--- src/rtl/uart_tx_arbiter.sv ---
// -----------------------------------------------------------------------------
// uart_tx_arbiter
// Shares one UART transmitter among four byte-stream requesters. Arbitration
// is round-robin and happens only between packets. Once a port is granted,
// it keeps the transmitter until the byte flagged req_last has been sent.
//
// Ports
//   clk        rising-edge clock
//   reset      synchronous, active-high reset
//   req_valid  [3:0]  per-port byte available
//   req_data   [31:0] per-port byte, port i at [8i+7:8i]
//   req_last   [3:0]  per-port end-of-packet flag, qualified by req_valid
//   req_ready  [3:0]  combinational byte accept, one-hot or zero
//   tx_start          registered one-cycle start pulse to the transmitter
//   tx_data    [7:0]  registered byte, held until the next accept
//   tx_busy           transmitter busy, rises the cycle after tx_start
//   grant_id   [1:0]  port currently owning the transmitter
//   active            high whenever the FSM is not idle
//   byte_sent         one-cycle pulse when a byte completes
//   ack_err           sticky: transmitter never raised tx_busy after a start
// -----------------------------------------------------------------------------
module uart_tx_arbiter (
  input  logic        clk,
  input  logic        reset,
  input  logic [3:0]  req_valid,
  input  logic [31:0] req_data,
  input  logic [3:0]  req_last,
  output logic [3:0]  req_ready,
  output logic        tx_start,
  output logic [7:0]  tx_data,
  input  logic        tx_busy,
  output logic [1:0]  grant_id,
  output logic        active,
  output logic        byte_sent,
  output logic        ack_err
);

  localparam int unsigned NPORTS = 4;
  localparam int unsigned PW     = 2;
  localparam int unsigned DW     = 8;
  localparam int unsigned CW     = 4;
  localparam logic [CW-1:0] ACK_LIMIT = CW'(15);

  typedef enum logic [1:0] {
    S_IDLE      = 2'd0,
    S_SEND      = 2'd1,
    S_WAIT_ACK  = 2'd2,
    S_WAIT_DONE = 2'd3
  } state_e;

  state_e          state_q;
  logic [PW-1:0]   grant_q;
  logic [PW-1:0]   last_grant_q;
  logic            last_q;
  logic [CW-1:0]   cnt_q;
  logic [CW-1:0]   cnt_d;
  logic            tx_start_q;
  logic [DW-1:0]   tx_data_q;
  logic            active_q;
  logic            byte_sent_q;
  logic            ack_err_q;

  logic [PW-1:0]   win_c;
  logic            accept_c;
  logic [DW-1:0]   sel_byte_c;
  logic            sel_last_c;

  // Round-robin winner: first valid port after last_grant, wrapping around.
  always_comb begin
    logic [PW-1:0] cand;
    logic          found;
    win_c = last_grant_q;
    cand  = '0;
    found = 1'b0;
    for (int unsigned i = 1; i <= NPORTS; i++) begin
      cand = last_grant_q + PW'(i);
      if (!found && req_valid[cand]) begin
        win_c = cand;
        found = 1'b1;
      end
    end
  end

  // Byte and last flag of the granted port.
  assign sel_byte_c = req_data[{grant_q, 3'b000} +: DW];
  assign sel_last_c = req_last[grant_q];

  // Accept only while sending, the owner has data and the UART is free;
  // reset suppresses the accept in the same cycle.
  assign accept_c  = (state_q == S_SEND) && req_valid[grant_q] && !tx_busy && !reset;
  assign req_ready = accept_c ? NPORTS'(4'b0001 << grant_q) : '0;

  assign cnt_d = cnt_q + CW'(1);

  // Arbiter FSM with registered outputs.
  always_ff @(posedge clk) begin
    if (reset) begin
      state_q      <= S_IDLE;
      grant_q      <= '0;
      last_grant_q <= PW'(3);
      last_q       <= 1'b0;
      cnt_q        <= '0;
      tx_start_q   <= 1'b0;
      tx_data_q    <= '0;
      active_q     <= 1'b0;
      byte_sent_q  <= 1'b0;
      ack_err_q    <= 1'b0;
    end else begin
      tx_start_q  <= 1'b0;
      byte_sent_q <= 1'b0;
      case (state_q)
        S_IDLE: begin
          if (|req_valid) begin
            grant_q  <= win_c;
            state_q  <= S_SEND;
            active_q <= 1'b1;
          end
        end
        S_SEND: begin
          // Packet lock: with no data from the owner, just hold the grant.
          if (accept_c) begin
            tx_data_q  <= sel_byte_c;
            last_q     <= sel_last_c;
            tx_start_q <= 1'b1;
            cnt_q      <= '0;
            state_q    <= S_WAIT_ACK;
          end
        end
        S_WAIT_ACK: begin
          if (tx_busy) begin
            state_q <= S_WAIT_DONE;
          end else begin
            cnt_q <= cnt_d;
            // Give up waiting once 15 cycles have passed without tx_busy.
            if (cnt_d == ACK_LIMIT) begin
              ack_err_q <= 1'b1;
              state_q   <= S_WAIT_DONE;
            end
          end
        end
        S_WAIT_DONE: begin
          if (!tx_busy) begin
            byte_sent_q <= 1'b1;
            if (last_q) begin
              last_grant_q <= grant_q;
              state_q      <= S_IDLE;
              active_q     <= 1'b0;
            end else begin
              state_q <= S_SEND;
            end
          end
        end
        default: begin
          state_q  <= S_IDLE;
          active_q <= 1'b0;
        end
      endcase
    end
  end

  assign tx_start  = tx_start_q;
  assign tx_data   = tx_data_q;
  assign grant_id  = grant_q;
  assign active    = active_q;
  assign byte_sent = byte_sent_q;
  assign ack_err   = ack_err_q;

endmodule

--- config.mk ---
export PLATFORM = sky130hd
export DESIGN_NAME = uart_tx_arbiter
export DESIGN_NICKNAME = d
export VERILOG_FILES = /design/src/rtl/uart_tx_arbiter.sv
export SDC_FILE = /design/constraint.sdc
export NUM_CORES = 1
export LEC_CHECK = 0
export BUFFER_PORTS_ARGS = -buffer_cell sky130_fd_sc_hd__buf_2
export CORE_ASPECT_RATIO = 1.25
export CORE_MARGIN = 2
export CORE_UTILIZATION = 51
export DETAILED_ROUTE_END_ITERATION = 8
export PLACE_DENSITY = 0.81
export SYNTH_ARGS = -nofsm -noshare
export SYNTH_HDL_FRONTEND = slang
export SYNTH_SLANG_ARGS = --single-unit
--- constraint.sdc ---
create_clock -name clk -period 2.7 [get_ports clk]
set_input_delay 0.27 -clock clk [delete_from_list [all_inputs] [get_ports clk]]
set_output_delay 0.27 -clock clk [all_outputs]
set_load 0.005 [all_outputs]
# Word level (Yosys, flattened, before mapping)
# Cells that the tools add are included.
[word_totals] ff_bits=23 out_inout_bits=18 in_bits=43 word_cells=94
[classes] mux=36 n_eq_ne=10 shift=2 order_cmp=5 addsub=4 n_reduce_logical=24 bitwise=3
[ops] op="$shiftx A32 B6 Y8" count=1
[ops] op="$mux W2" count=9
[ops] op="$lt A2 B3 Y1 const B" count=5
[ops] op="$mux W1" count=15
[ops] op="$bmux W1 S2" count=6
[ops] op="$mux W4" count=3
[ops] op="$ne A2 B2 Y1 const B" count=5
[ops] op="$reduce_and A3 Y1" count=3
[ops] op="$pmux W2 S4" count=1
[ops] op="$pmux W4 S2" count=1
[ops] op="$reduce_and A4 Y1" count=2
[ops] op="$logic_and A1 B1 Y1" count=6
[ops] op="$logic_not A1 Y1" count=5
[ops] op="$add A2 B2 Y2 const B" count=2
[ops] op="$add A4 B1 Y4 const B" count=1
[ops] op="$eq A2 B2 Y1 const B" count=2
[ops] op="$eq A4 B4 Y1 const B" count=1
[ops] op="$reduce_and A2 Y1" count=2
[ops] op="$reduce_bool A2 Y1" count=2
[ops] op="$reduce_or A2 Y1" count=2
[ops] op="$reduce_or A4 Y1" count=1
[ops] op="$shl A1 B2 Y4 const A" count=1
[ops] op="$ne A3 B3 Y1 const B" count=1
[ops] op="$not A1 Y1" count=3
[ops] op="other kinds (4)" count=4

# Logic depth before layout (Yosys ltp)
[logic_depth] word_depth=13 depth_mapped=7 mapped_depth_nobuf=7

# Worst setup path after synthesis
# OpenSTA, ideal clock, no wires.
[synth_path] path_kind="register to output" from="reg grant_q[0], in the netlist grant_id[0]" to="out req_ready[2]" required_time_ps=2430 path_slack_ps=904 stages_incl_launch_ff=8 arrival_time_ps=1526 n_path_buf=2 cell_sequence="dfxtp_1 -> buf_6 -> mux4_2 -> nand3_2 -> inv_2 -> buf_2 -> nand2_1 -> nor2_1"
[synth_between] elab_chain_len=6 word_cells_on_any_way=7 cone_classes="shift: 1; mux: 3; reduce/logical: 3"
[synth_lines] element="from (decl)" line_no="52" text="logic [PW-1:0] grant_q;"
[synth_lines] element="from (signal assigned)" line_no="114" text="grant_q <= win_c;"
[synth_lines] element="$bmux W1 S2" line_no="90" text="assign accept_c = (state_q == S_SEND) && req_valid[grant_q] && !tx_busy && !reset;"
[synth_lines] element="$mux W1 (not written as such)" line_no="90"
[synth_lines] element="$logic_and A1 B1 Y1 (3 in series)" line_no="90"
[synth_lines] element="$mux W4 (*)" line_no="91" text="assign req_ready = accept_c ? NPORTS'(4'b0001 << grant_q) : '0;"
[synth_lines] element="to (decl)" line_no="28" text="output logic [3:0] req_ready,"
# Mark *: on every way between the ends. The rest lies on a longest branch, timed or not. The select of a mux whose other input is x is not followed.

# Worst setup path after layout
[layout_path] from="reg grant_q[1], in the netlist grant_id[1]" to="out req_ready[3]"
# The elaborated chain is that of the path after synthesis.

==> impl_results.md <==
* Post-layout minimum cycle time at about 2.5 ns
* Sequential area share after synthesis at 0.3129
* Largest area contributor in the netlist: dfxtp_1
* Status: completed
* Skew-Pair Late Insertion Delay at approximately 0.33 ns
* Tightest Pin Transition at approximately 0.63 ns
* Metal-1 WL at ~1.4 mm
* Number of max-cap violations at 0
* Critical Path Stages at 5
* Final worst-path setup slack at roughly 0.22 ns
* Gpl congestion at 0.8071
* Vias in the first global route at between 1,000 and 1,500
* Maximum vdd drop at about 0.38 mV
* Sink Count at 23
* Area delta synth->final at 22.02%
* Worst path cell trace: mux4_2 > nand3_2 > inv_2 > and3_1 > buf_2
* Clock tree from TritonCTS: built
* Pins Over Slew Limit at 0
* Initial core utilization at 0.5437
* Met3 WL at ~120 um
* DIE AREA at 3333 sq um
* Final setup violation count at 0
* Core Box Area at about 2700 sq um
* CTS HTree Levels at 1
* Hold crit path type: in -> reg
* Initial antenna violation count at 0
* Gr usage total at 0.2140
* Total CTS buffers at 3
* Final period util at 0.9184
* Max frequency at 403.3 MHz
* Mean Syn Cell Area at roughly 9.0 sq um
* Required @ worst endpoint at approximately 2.4 ns
* Post-synthesis register bit count at 23
* GRT Residual Overflow at 0
* Post_cts resized at 0
* Mapped cell area at ~1500 sq um
* Pin count of the biggest net entering global routing at 28
* Yosys cell types at 39
* Cell family with most CP delay: flip-flops
* Top Metal Used: met4
* Clock Skews at 0.009410 ns
* Nets at around 270
* Post-Place Setup Slack at 0.6206 ns
* Reg2Reg Depth at 5
* Yosys top cell area share at 0.3129
* Top cells by area, synth: dfxtp_1, mux4_2, nand2_1, a21oi_1, ha_1
* RSZ-0062 raised after global routing: false
* Final hold violation count at 0
* Power Density at 569.1 nW/um^2
* Die height at approximately 64 um
* Hold-critical path depth at 4
* # IOs at 61
* Ant. Diodes at 0
* I/O Buffers at 60
* Hold buffers post-CTS at 0
* Die Width at 52.04 um
* Syn_nets at approximately 210
* Longest Clk Path Bufs at 2
* Crit Path Class: reg -> out
* Post CTS Setup Buffer Count at 0
* Root Driver: clkbuf_4
* FF-to-FF setup slack at approximately 0.65 ns
* Share of layout cells above drive strength 1 at 0.3620
* First-pass GRT wire length at 5.375 mm
* Worst Setup End Kind: output pin
* Setup TNS Final at 0 ns
* WL per Instance at about 13 um
* DRT iter0 DRCs at 21
* Synthesized instance count at between 150 and 200
* Met2 wire length at 1.729 mm
* Slew margin rel. at 0.5780
* Yosys warns at 0
* CP startpoint kind: flop
* Remaining routing DRC violations at 0
* Number of vias per cell at 5.455
* Final WL at around 3.4 mm
* Post-layout util at 0.6634
* CP max stage cell: dfxtp_1
* Worst-path clk slew at 0.13 ns
* FP Rows at 21
* WP buf/inv at 2
* Critical Path AT at 2.21 ns
* Slowest stage delay, CP at about 0.75 ns
* DR pass1 iterations at 4
* Final ANT Viol Nets at 0
* Crit-path max FO at 18
* Routed via count at 1,391
* P_leak at between 0.8 and 0.9 nW
* Post-DP HPWL at between 2 and 3 mm
[path summary, 6_finish.rpt]
check | end | startpoint
worst min register to register | tx_data[7]$_SDFFE_PP0P_ | tx_data[7]$_SDFFE_PP0P_
worst max-delay path | req_ready[3] | grant_id[1]$_SDFFE_PP0P_
worst max register to register | state_q[1]$_SDFFE_PP0P_ | grant_id[1]$_SDFFE_PP0P_
worst min-delay path | state_q[0]$_SDFFE_PP0P_ | tx_busy
[layout by cell type (no fill, tap or decap), types with 2 or more instances in the layout]
cell type and count:
nor2b_1 4, nand3_1 5, o21ai_0 8, ha_1 6, nand3b_1 2, nor2_1 14, dfxtp_1 23, mux4_2 10
mux2i_1 5, clkbuf_4 3, inv_1 8, a21oi_1 16, nand3_2 2, or3b_1 3, buf_2 60, nand2b_1 4
nand2_1 26
[cells in the mapped netlist (all sizes together)]
| library cell | instances |
|---|---|
| a32oi | 1 |
| mux2i | 5 |
| or3 | 1 |
| nor2b | 4 |
| nor2 | 14 |
| and2 | 1 |
| dfxtp | 23 |
| a41oi | 1 |
| o31ai | 1 |
| nor3b | 1 |
| a311oi | 1 |
| o21a | 1 |
| buf | 5 |
| clkbuf | 3 |
| a221oi | 1 |
| o221ai | 1 |
| nand2b | 4 |
| and3 | 1 |
| o311a | 1 |
| a21o | 1 |
| nand4b | 1 |
| ha | 6 |
| inv | 9 |
| o21ai | 8 |
| nand3 | 7 |
| nor4 | 1 |
| or3b | 3 |
| xnor2 | 1 |
| nand2 | 26 |
| nor4bb | 1 |
| nand3b | 2 |
| a2bb2oi | 1 |
| a21oi | 16 |
| mux4 | 10 |
| o41ai | 1 |
[per-layer routing]
layer,up-vias,track usage
li1,702,-
met1,643,0.2519
met2,35,0.3703
met3,11,0.03271
met4,0,0.09868
met5,-,0
[flip-flops by register name, indices dropped and copies added (netlist names)]
| register | cells |
|---|---|
| tx_data | 8 |
| cnt_q | 4 |
| grant_id | 2 |
| last_grant_q | 2 |
| state_q | 2 |
| ack_err | 1 |
| active | 1 |
| byte_sent | 1 |
| last_q | 1 |
| tx_start | 1 |
[worst min-delay path, stage by stage]
cell	delay, ns
buf_2	0.14
nand2_1	0.08
nand3_2	0.08
o41ai_1	0.07
[area by class of cell]
class                           instances  area (sq um)
Tap cell                               34         42.54
Inverter                                9         33.78
Fill cell                             241         910.9
Timing Repair Buffer                   61         307.8
Sequential cell                        23         460.4
Multi-Input combinational cell        124         923.4
Clock inverter                          1         5.005
Clock buffer                            3         22.52
[kinds of logic after synthesis]
group / after synthesis / synth area share
fa+ha+maj: 6 / 0.05102
xor+xnor: 1 / 0.005953
simple gates: 67 / 0.2296
flops: 23 / 0.3129
compound gates: 35 / 0.1539
buf+inv: 17 / 0.05951
mux: 15 / 0.1871
[report_power, final]
group	switching, mW	total, mW	leakage (nW)	internal, mW
Combinational	0.221	0.443	0.597	0.222
Clock	0.111	0.166	0.0177	0.0556
Sequential	0.0372	0.412	0.187	0.375
Total	0.369	1.02	0.801	0.653
[per-stage QoR]
stage | instance area (sq um) | hold WS [ns] | total power [mW] | instances
finish | 1795 | 0.3583 | 1.022 | 255
global route | 1795 | 0.3845 | 1.099 | 255
detailed placement | 1768 | 0.4451 | 0.8660 | 251
floorplan | 1471 | 0.4527 | 0.7618 | 164
global placement | 1768 | 0.4409 | 0.8574 | 251
CTS | 1795 | 0.3621 | 1.026 | 255
(Power assumes the default switching activity.)
